**src/rtl/frog_motion_ctrl_if.sv**
```systemverilog
// Frog motion controller bus: switch, collision
// and game-state inputs, sprite/score outputs.
interface frog_motion_ctrl_if #(
  parameter int SCORE_W = 4,
  parameter int LIVES_W = 2
);
  logic               i_Game_Active;
  logic               i_Frog_Up;
  logic               i_Frog_Dn;
  logic               i_Frog_Lt;
  logic               i_Frog_Rt;
  logic               i_Has_Collided;
  logic [9:0]         o_Frog_X;
  logic [8:0]         o_Frog_Y;
  logic               o_Draw_Frog;
  logic               o_Level_Up;
  logic [SCORE_W-1:0] o_Score;
  logic [LIVES_W-1:0] o_Lives;
  logic               o_Game_Over;

  modport master (
    output i_Game_Active,
    output i_Frog_Up,
    output i_Frog_Dn,
    output i_Frog_Lt,
    output i_Frog_Rt,
    output i_Has_Collided,
    input  o_Frog_X,
    input  o_Frog_Y,
    input  o_Draw_Frog,
    input  o_Level_Up,
    input  o_Score,
    input  o_Lives,
    input  o_Game_Over
  );

  modport slave (
    input  i_Game_Active,
    input  i_Frog_Up,
    input  i_Frog_Dn,
    input  i_Frog_Lt,
    input  i_Frog_Rt,
    input  i_Has_Collided,
    output o_Frog_X,
    output o_Frog_Y,
    output o_Draw_Frog,
    output o_Level_Up,
    output o_Score,
    output o_Lives,
    output o_Game_Over
  );
endinterface

```
**src/rtl/frog_motion_ctrl.sv**
```systemverilog
// Frog grid motion with press/hold auto-repeat,
// lives, score, goal level-up and blinking respawn.
module frog_motion_ctrl #(
  parameter int TILE_SIZE      = 32,
  parameter int GRID_COLS      = 20,
  parameter int GRID_ROWS      = 15,
  parameter int START_COL      = 10,
  parameter int START_ROW      = 12,
  parameter int GOAL_ROW       = 0,
  parameter int REPEAT_DELAY   = 6250000,
  parameter int MOVE_DELAY     = 3125000,
  parameter int RESPAWN_CYCLES = 25000000,
  parameter int BLINK_DIV      = 3125000,
  parameter int LIVES_INI      = 3,
  parameter int SCORE_W        = 4,
  parameter int LIVES_W        = 2
) (
  input  logic               i_Clk,
  input  logic               i_Rst_L,
  frog_motion_ctrl_if.slave  if_Frog
);

  localparam int COL_W =
    (GRID_COLS > 1) ? $clog2(GRID_COLS) : 1;
  localparam int ROW_W =
    (GRID_ROWS > 1) ? $clog2(GRID_ROWS) : 1;
  localparam int TILE_SH = $clog2(TILE_SIZE);
  localparam int MAX_A =
    (REPEAT_DELAY > MOVE_DELAY) ?
    REPEAT_DELAY : MOVE_DELAY;
  localparam int MAX_B =
    (RESPAWN_CYCLES > BLINK_DIV) ?
    RESPAWN_CYCLES : BLINK_DIV;
  localparam int MAX_D =
    (MAX_A > MAX_B) ? MAX_A : MAX_B;
  localparam int TMR_W = $clog2(MAX_D + 1);

  localparam logic [COL_W-1:0] C_START =
    COL_W'(START_COL);
  localparam logic [ROW_W-1:0] R_START =
    ROW_W'(START_ROW);
  localparam logic [ROW_W-1:0] R_GOAL =
    ROW_W'(GOAL_ROW);
  localparam logic [COL_W-1:0] C_LAST =
    COL_W'(GRID_COLS - 1);
  localparam logic [ROW_W-1:0] R_LAST =
    ROW_W'(GRID_ROWS - 1);
  localparam logic [TMR_W-1:0] T_ONE =
    TMR_W'(1);

  typedef enum logic [2:0] {
    S_IDLE,
    S_READY,
    S_HOLD,
    S_DYING,
    S_OVER
  } state_t;

  state_t             r_state;
  logic [COL_W-1:0]   r_col;
  logic [ROW_W-1:0]   r_row;
  logic [3:0]         r_dir;
  logic [TMR_W-1:0]   r_hold;
  logic [TMR_W-1:0]   r_resp;
  logic [TMR_W-1:0]   r_blink;
  logic               r_draw;
  logic               r_lvl;
  logic [SCORE_W-1:0] r_score;
  logic [LIVES_W-1:0] r_lives;
  logic               r_over;

  logic [3:0]         w_dir;
  logic               w_valid;
  logic               w_goal;
  logic [COL_W-1:0]   w_nxt_col;
  logic [ROW_W-1:0]   w_nxt_row;
  logic [SCORE_W-1:0] w_score_inc;

  assign w_dir = {if_Frog.i_Frog_Up,
                  if_Frog.i_Frog_Dn,
                  if_Frog.i_Frog_Lt,
                  if_Frog.i_Frog_Rt};
  assign w_valid = $onehot(w_dir);

  // Target tile of the current request; blocked
  // directions leave the position where it is.
  always_comb begin
    w_nxt_col = r_col;
    w_nxt_row = r_row;
    if (w_valid) begin
      unique case (1'b1)
        if_Frog.i_Frog_Up:
          if (r_row != '0)
            w_nxt_row = r_row - ROW_W'(1);
        if_Frog.i_Frog_Dn:
          if (r_row < R_LAST)
            w_nxt_row = r_row + ROW_W'(1);
        if_Frog.i_Frog_Lt:
          if (r_col != '0)
            w_nxt_col = r_col - COL_W'(1);
        if_Frog.i_Frog_Rt:
          if (r_col < C_LAST)
            w_nxt_col = r_col + COL_W'(1);
        default: ;
      endcase
    end
  end

  assign w_goal = w_valid &&
                  (w_nxt_row != r_row) &&
                  (w_nxt_row == R_GOAL);

  assign w_score_inc = (r_score == '1) ?
                       r_score :
                       r_score + SCORE_W'(1);

  // Main FSM with registered sprite/game outputs.
  always_ff @(posedge i_Clk or negedge i_Rst_L) begin
    if (!i_Rst_L) begin
      r_state <= S_IDLE;
      r_col   <= C_START;
      r_row   <= R_START;
      r_dir   <= '0;
      r_hold  <= '0;
      r_resp  <= '0;
      r_blink <= '0;
      r_draw  <= 1'b0;
      r_lvl   <= 1'b0;
      r_score <= '0;
      r_lives <= LIVES_W'(LIVES_INI);
      r_over  <= 1'b0;
    end else begin
      r_lvl <= 1'b0;
      if (!if_Frog.i_Game_Active) begin
        r_state <= S_IDLE;
        r_hold  <= '0;
        r_resp  <= '0;
        r_blink <= '0;
        r_draw  <= 1'b0;
        r_over  <= 1'b0;
      end else begin
        unique case (r_state)
          S_IDLE: begin
            r_col   <= C_START;
            r_row   <= R_START;
            r_score <= '0;
            r_lives <= LIVES_W'(LIVES_INI);
            r_draw  <= 1'b1;
            r_over  <= 1'b0;
            r_state <= S_READY;
          end
          S_READY, S_HOLD: begin
            if (if_Frog.i_Has_Collided) begin
              r_lives <= r_lives - LIVES_W'(1);
              r_hold  <= '0;
              r_draw  <= 1'b0;
              if (r_lives <= LIVES_W'(1)) begin
                r_over  <= 1'b1;
                r_state <= S_OVER;
              end else begin
                r_resp  <= TMR_W'(RESPAWN_CYCLES);
                r_blink <= TMR_W'(BLINK_DIV);
                r_state <= S_DYING;
              end
            end else if (r_state == S_READY) begin
              if (w_valid) begin
                r_dir   <= w_dir;
                r_hold  <= TMR_W'(REPEAT_DELAY);
                r_state <= S_HOLD;
                r_col   <= w_goal ? C_START : w_nxt_col;
                r_row   <= w_goal ? R_START : w_nxt_row;
                if (w_goal) begin
                  r_score <= w_score_inc;
                  r_lvl   <= 1'b1;
                  r_hold  <= '0;
                  r_state <= S_READY;
                end
              end else begin
                r_hold <= '0;
              end
            end else if (!w_valid ||
                         (w_dir != r_dir)) begin
              r_hold  <= '0;
              r_state <= S_READY;
            end else if (r_hold <= T_ONE) begin
              r_hold <= TMR_W'(MOVE_DELAY);
              r_col  <= w_goal ? C_START : w_nxt_col;
              r_row  <= w_goal ? R_START : w_nxt_row;
              if (w_goal) begin
                r_score <= w_score_inc;
                r_lvl   <= 1'b1;
                r_hold  <= '0;
                r_state <= S_READY;
              end
            end else begin
              r_hold <= r_hold - T_ONE;
            end
          end
          S_DYING: begin
            if (r_resp <= T_ONE) begin
              r_resp  <= '0;
              r_blink <= '0;
              r_col   <= C_START;
              r_row   <= R_START;
              r_draw  <= 1'b1;
              r_state <= S_READY;
            end else begin
              r_resp <= r_resp - T_ONE;
              if (r_blink <= T_ONE) begin
                r_draw  <= ~r_draw;
                r_blink <= TMR_W'(BLINK_DIV);
              end else begin
                r_blink <= r_blink - T_ONE;
              end
            end
          end
          S_OVER: begin
            r_over <= 1'b1;
            r_draw <= 1'b0;
          end
          default: r_state <= S_IDLE;
        endcase
      end
    end
  end

  assign if_Frog.o_Frog_X    = 10'(r_col) << TILE_SH;
  assign if_Frog.o_Frog_Y    = 9'(r_row) << TILE_SH;
  assign if_Frog.o_Draw_Frog = r_draw;
  assign if_Frog.o_Level_Up  = r_lvl;
  assign if_Frog.o_Score     = r_score;
  assign if_Frog.o_Lives     = r_lives;
  assign if_Frog.o_Game_Over = r_over;

endmodule

```
**src/flat_wrapper.sv**
```systemverilog
// flat-port wrapper written by rule: the top's interface ports become plain ports
module frog_motion_ctrl_flat 
#(
  parameter int TILE_SIZE      = 32,
  parameter int GRID_COLS      = 20,
  parameter int GRID_ROWS      = 15,
  parameter int START_COL      = 10,
  parameter int START_ROW      = 12,
  parameter int GOAL_ROW       = 0,
  parameter int REPEAT_DELAY   = 6250000,
  parameter int MOVE_DELAY     = 3125000,
  parameter int RESPAWN_CYCLES = 25000000,
  parameter int BLINK_DIV      = 3125000,
  parameter int LIVES_INI      = 3,
  parameter int SCORE_W        = 4,
  parameter int LIVES_W        = 2
)
  (i_Clk, i_Rst_L, if_Frog_i_Game_Active, if_Frog_i_Frog_Up, if_Frog_i_Frog_Dn, if_Frog_i_Frog_Lt, if_Frog_i_Frog_Rt, if_Frog_i_Has_Collided, if_Frog_o_Frog_X, if_Frog_o_Frog_Y, if_Frog_o_Draw_Frog, if_Frog_o_Level_Up, if_Frog_o_Score, if_Frog_o_Lives, if_Frog_o_Game_Over);
  frog_motion_ctrl_if #(.SCORE_W(SCORE_W), .LIVES_W(LIVES_W)) if_Frog_i ();
  input  logic i_Clk;
  input  logic i_Rst_L;
  input wire logic [$bits(if_Frog_i.i_Game_Active)-1:0] if_Frog_i_Game_Active;
  input wire logic [$bits(if_Frog_i.i_Frog_Up)-1:0] if_Frog_i_Frog_Up;
  input wire logic [$bits(if_Frog_i.i_Frog_Dn)-1:0] if_Frog_i_Frog_Dn;
  input wire logic [$bits(if_Frog_i.i_Frog_Lt)-1:0] if_Frog_i_Frog_Lt;
  input wire logic [$bits(if_Frog_i.i_Frog_Rt)-1:0] if_Frog_i_Frog_Rt;
  input wire logic [$bits(if_Frog_i.i_Has_Collided)-1:0] if_Frog_i_Has_Collided;
  output wire logic [$bits(if_Frog_i.o_Frog_X)-1:0] if_Frog_o_Frog_X;
  output wire logic [$bits(if_Frog_i.o_Frog_Y)-1:0] if_Frog_o_Frog_Y;
  output wire logic [$bits(if_Frog_i.o_Draw_Frog)-1:0] if_Frog_o_Draw_Frog;
  output wire logic [$bits(if_Frog_i.o_Level_Up)-1:0] if_Frog_o_Level_Up;
  output wire logic [$bits(if_Frog_i.o_Score)-1:0] if_Frog_o_Score;
  output wire logic [$bits(if_Frog_i.o_Lives)-1:0] if_Frog_o_Lives;
  output wire logic [$bits(if_Frog_i.o_Game_Over)-1:0] if_Frog_o_Game_Over;
  assign if_Frog_i.i_Game_Active = if_Frog_i_Game_Active;
  assign if_Frog_i.i_Frog_Up = if_Frog_i_Frog_Up;
  assign if_Frog_i.i_Frog_Dn = if_Frog_i_Frog_Dn;
  assign if_Frog_i.i_Frog_Lt = if_Frog_i_Frog_Lt;
  assign if_Frog_i.i_Frog_Rt = if_Frog_i_Frog_Rt;
  assign if_Frog_i.i_Has_Collided = if_Frog_i_Has_Collided;
  assign if_Frog_o_Frog_X = if_Frog_i.o_Frog_X;
  assign if_Frog_o_Frog_Y = if_Frog_i.o_Frog_Y;
  assign if_Frog_o_Draw_Frog = if_Frog_i.o_Draw_Frog;
  assign if_Frog_o_Level_Up = if_Frog_i.o_Level_Up;
  assign if_Frog_o_Score = if_Frog_i.o_Score;
  assign if_Frog_o_Lives = if_Frog_i.o_Lives;
  assign if_Frog_o_Game_Over = if_Frog_i.o_Game_Over;
  frog_motion_ctrl #(.TILE_SIZE(TILE_SIZE), .GRID_COLS(GRID_COLS), .GRID_ROWS(GRID_ROWS), .START_COL(START_COL), .START_ROW(START_ROW), .GOAL_ROW(GOAL_ROW), .REPEAT_DELAY(REPEAT_DELAY), .MOVE_DELAY(MOVE_DELAY), .RESPAWN_CYCLES(RESPAWN_CYCLES), .BLINK_DIV(BLINK_DIV), .LIVES_INI(LIVES_INI), .SCORE_W(SCORE_W), .LIVES_W(LIVES_W)) u_core (.i_Clk(i_Clk), .i_Rst_L(i_Rst_L), .if_Frog(if_Frog_i));
endmodule
```
**config.mk**
```make
export PLATFORM = sky130hd
export DESIGN_NAME = frog_motion_ctrl_flat
export DESIGN_NICKNAME = d
export VERILOG_FILES = /design/src/rtl/frog_motion_ctrl_if.sv /design/src/rtl/frog_motion_ctrl.sv /design/src/flat_wrapper.sv
export SDC_FILE = /design/constraint.sdc
export NUM_CORES = 1
export LEC_CHECK = 0
export BUFFER_PORTS_ARGS = -buffer_cell sky130_fd_sc_hd__buf_4
export CORE_ASPECT_RATIO = 0.8
export CORE_MARGIN = 2
export CORE_UTILIZATION = 25
export CTS_BUF_LIST = sky130_fd_sc_hd__clkbuf_8 sky130_fd_sc_hd__clkbuf_16
export CTS_CLUSTER_DIAMETER = 100
export DETAILED_ROUTE_END_ITERATION = 8
export GPL_ROUTABILITY_DRIVEN = 0
export PLACE_DENSITY_LB_ADDON = 0.05
export SLEW_MARGIN = 5
export SYNTH_ARGS = -nofsm -noshare
export SYNTH_HDL_FRONTEND = slang
export SYNTH_SLANG_ARGS = --single-unit
```
**constraint.sdc**
```tcl
create_clock -name i_Clk -period 2.7 [get_ports i_Clk]
set_input_delay 0.135 -clock i_Clk [delete_from_list [all_inputs] [get_ports i_Clk]]
set_output_delay 0.135 -clock i_Clk [all_outputs]
set_load 0.005 [all_outputs]
```
==> run summary <==
- flop — sort of element at the end of the critical path
- 3 — CTS H-tree lvls
- 187 um — die span in x
- 2 — number of buffers on the longest clock path
- input pin — sort of element at the start of the critical path
- buf_8 -> clkinvlp_4 -> ha_4 -> ha_4 -> fa_2 -> or4b_4 -> buf_6 -> a2111oi_4 -> a311oi_2 -> and2_4 -> buf_4 -> or4_4 -> o22a_1 — ordered list of cells on the worst path
- 0.169% — mux contribution to synthesized area
- 25.5% — share of the synthesized area in compound gates (AO/OA/AOI/OAI)
- 0.610 ns — transition time of the tightest slew-check pin
- 0.00383 uW — leakage power figure
- 29 — final setup vio count
- simple AND/OR/NAND/NOR gates — family of cells with the greatest summed delay on the critical path
- yes — setup repair after global routing missed its margin
- 2.99 ns — Data required, critical path
- 4 — number of buffers and inverters on the critical path
- 0 — DRT antenna net count
- 59 — maximum number of pins on one net before global-route repair
- 1170 nW/um^2 — total power density per cell area
- 0 — number of synthesized flops with an enable pin
- 4 — maximum net fanout on the critical path
- 3.98% — share of synthesized cell area in full adder, half adder and majority cells
- 0.0157 ns — worst clock skew
- 35.1 mm — wire length of the first global-routing pass
- 0 — antenna cells
- 25 — number of buffers added on ports
- 21.7 mm — routed wire length
- 0.37 ns — source-to-sink clock delay at the later pin of the worst-skew pair
- dfrtp_1 — main flop type after synthesis
- 28000 um^2 — area enclosed by the die boundary
- 959 — final net count
- 100 — clock sink count
- 0.07 ns — clock transition at the registers of the reported paths
- 100% — share of async-settable or async-resettable flops after synthesis
- 108% — fraction of the cycle the final worst path needs
- 5.05 — drt via density
- finished, violations left — run status
- 6670 um^2 — area of the mapped netlist
- 15.7 mm — Detailed Place HPWL
- 3.19 ns — arrival time at the worst endpoint
- 9 — TritonCTS buffer count
- 26300 um^2 — area inside the core boundary
- negative setup slack — failing checks
- 0 — gr ovfl total
- 1293 — Finished Layout Cells
- 5 — number of iterations in the first detailed-routing pass
- input pin to flop — worst hold-check path type
- 0.344 GHz — achievable frequency
- 16.7 um — routed length per instance
- 36 — number of primary I/O pins
- 155 x buf_4, 100 x o21ai_0, 94 x dfrtp_1, 89 x nand2_1, 56 x nor2_1 — highest-count cells in the layout ignoring fill and taps
- dfrtp_1 — largest area contributor in the netlist
- 0 — initial antenna violation count
- 31.2% — synthesis-to-finish area growth
- 100 — synthesis-stage register bit count
- 33.3% — final core occ
- 6533 — total via count in the routed design
- 2.91 ns — min Tclk post-route
- 2510 um^2 — area taken by flip-flops and latches
- input pin to flop — Crit Path Class
- 343 uV — maximum ir drop on the vdd rail
- ha_4 — Worst path most repeated cell
- 0 — total count of max-transition violations in the final report
- 6351 — via count of the first global-routing pass
- 15.9% — total routing resource utilization after global routing
- simple AND/OR/NAND/NOR gates — combinational family with the most area after synthesis
- 2.36% — share of the synthesized netlist area taken by xor and xnor gates
- -0.208 ns — worst path setup slack after routing
- 0 — number of max-cap violations
- 795 — count of mapped cells out of synthesis
- 26.8% — share of cells above drive strength 1
- dfrtp_1 35%, o21ai_0 8.2%, nand2_1 5.0%, ha_1 3.4%, nor2_1 3.3% — top area cells in the synthesized netlist
- 25.5% — post-synthesis simple-gate area fraction
- 0 — Fin. Hold Viols
- 4110 um^2 — area of the multi-input gates
- 2773 — Layout fillers
- 150 um — vertical die dimension
- 0.53 ns — Crit path largest cell delay
- 59.0% — worst slew margin relative to its limit
- 37.6% — register area share after synthesis
- 53 — row count
- 78 — count of distinct cell types in the synthesized netlist
- 0 — residual DRC count
- clkbuf_16 — Clock Tree Root
- 0 — number of warnings issued by yosys
- 8.39 um^2 — average instance area after synthesis
- 447 — detailed router's first-iteration violation count
- or4b_4 — library cell contributing the largest single delay on the critical path
- 1268 — # placed instances
- 35.3% — share of the synthesized area in the top cell type
- buf_4 — most common library cell in the layout ignoring fill and taps
- done — CTS tree
- 25.4% — initial core utilization
==> worst register-to-register path: stages (launching register included) <==
cell     delay, ns
dfrtp_1       0.39
or4_4         0.59
nor4_4        0.34
nand3_4       0.15
o41ai_4       0.36
nand2_2       0.13
or4_4         0.55
o22a_1        0.19
==> registers in the layout (all words and copies together), names as in the netlist <==
name and cells:
u_core.r_resp 25, u_core.if_Frog.o_Draw_Frog 1, u_core.if_Frog.o_Score 4, u_core.r_dir 4, u_core.if_Frog.o_Level_Up 1, u_core.r_col 5
u_core.r_row 4, u_core.r_state 3, u_core.r_blink 25, u_core.if_Frog.o_Game_Over 1, u_core.r_hold 25, u_core.if_Frog.o_Lives 2
==> timing repair <==
action,in CTS,in global routing
buffers inserted,7,1
endpoints found under the setup margin,35,52
pin swaps,14,2
gates resized for setup,37,10
endpoints found under the hold margin,38,0
hold buffers,1,0
==> power by group <==
group / internal [uW] / switching [uW] / leakage, uW / total [uW]
logic: 2850 / 3810 / 0.00233 / 6660
clock network: 711 / 640 / 0.000141 / 1350
registers: 1870 / 394 / 0.00135 / 2260
==> final timing paths <==
kind                       cells past startpoint                               endpoint  slack (ns)                      startpoint
setup / recovery                              13            u_core.r_col[3]$_DFFE_PN1P_       -0.21               if_Frog_i_Frog_Up
hold / removal                                 3            u_core.r_dir[1]$_DFFE_PN0P_        0.08               if_Frog_i_Frog_Lt
setup reg to reg                               7            u_core.r_col[3]$_DFFE_PN1P_       -0.08   u_core.r_hold[20]$_DFFE_PN0P_
hold reg to reg                                1         u_core.r_blink[22]$_DFFE_PN0P_        0.49  u_core.r_blink[22]$_DFFE_PN0P_
max in group asynchronous                      3  u_core.if_Frog.o_Lives[1]$_DFFE_PN1P_        1.57                         i_Rst_L
min in group asynchronous                      2          u_core.r_hold[12]$_DFFE_PN0P_        0.32                         i_Rst_L
==> logic make-up (layout without fill, tap and decap cells) <==
group | Yosys count | after routing
AND/OR/NAND/NOR | 325 | 325
AO/OA/AOI/OAI | 258 | 258
flip-flops | 100 | 100
buffers and inverters | 72 | 204
adder cells (fa/ha/maj) | 20 | 20
XOR/XNOR | 18 | 18
other | 1 | 10
multiplexers | 1 | 1
==> synthesized netlist by cell type (15+ instances only) <==
cell and instances:
a21oi_1 31, a31oi_1 15, clkbuf_1 30, dfrtp_1 94, ha_1 18, inv_1 24
nand2_1 89, nand2b_1 17, nand3_1 24, nor2_1 58, nor3_1 40, o21ai_0 109
==> per-stage QoR <==
stage / cell area, um^2 / setup TNS (ns) / power, uW / setup slack, ns / hold slack [ns]
floorplan: 6840 / -13.32 / 6060 / -0.500 / -0.161
global placement: 8190 / -27.18 / 8680 / -0.872 / 0.195
detailed placement: 8190 / -28.57 / 8670 / -0.938 / 0.205
CTS: 8700 / -4.02 / 10300 / -0.220 / 0.0673
global route: 8750 / -6.44 / 11200 / -0.282 / 0.114
finish: 8750 / -2.77 / 10300 / -0.208 / 0.0826
==> routing by layer <==
layer / global-route usage, % / wire length, um / vias up
met2: 24.9 / 9440 / 110
met3: 2.54 / 691 / 11
met1: 23.1 / 11300 / 3197
met4: 3.29 / 177 / 0
met5: 0 / 0 / -
li1: - / - / 3215
==> final cells by class <==
cell class,count,share of cell area (%)
Clock buffer,9,2.57
Tap cell,357,5.10
Inverter,24,1.20
Timing Repair Buffer,164,14.8
Multi-Input combinational cell,632,46.9
Clock inverter,7,0.729
Sequential cell,100,28.7
No activity file was read; power rests on OpenSTA's default activity.
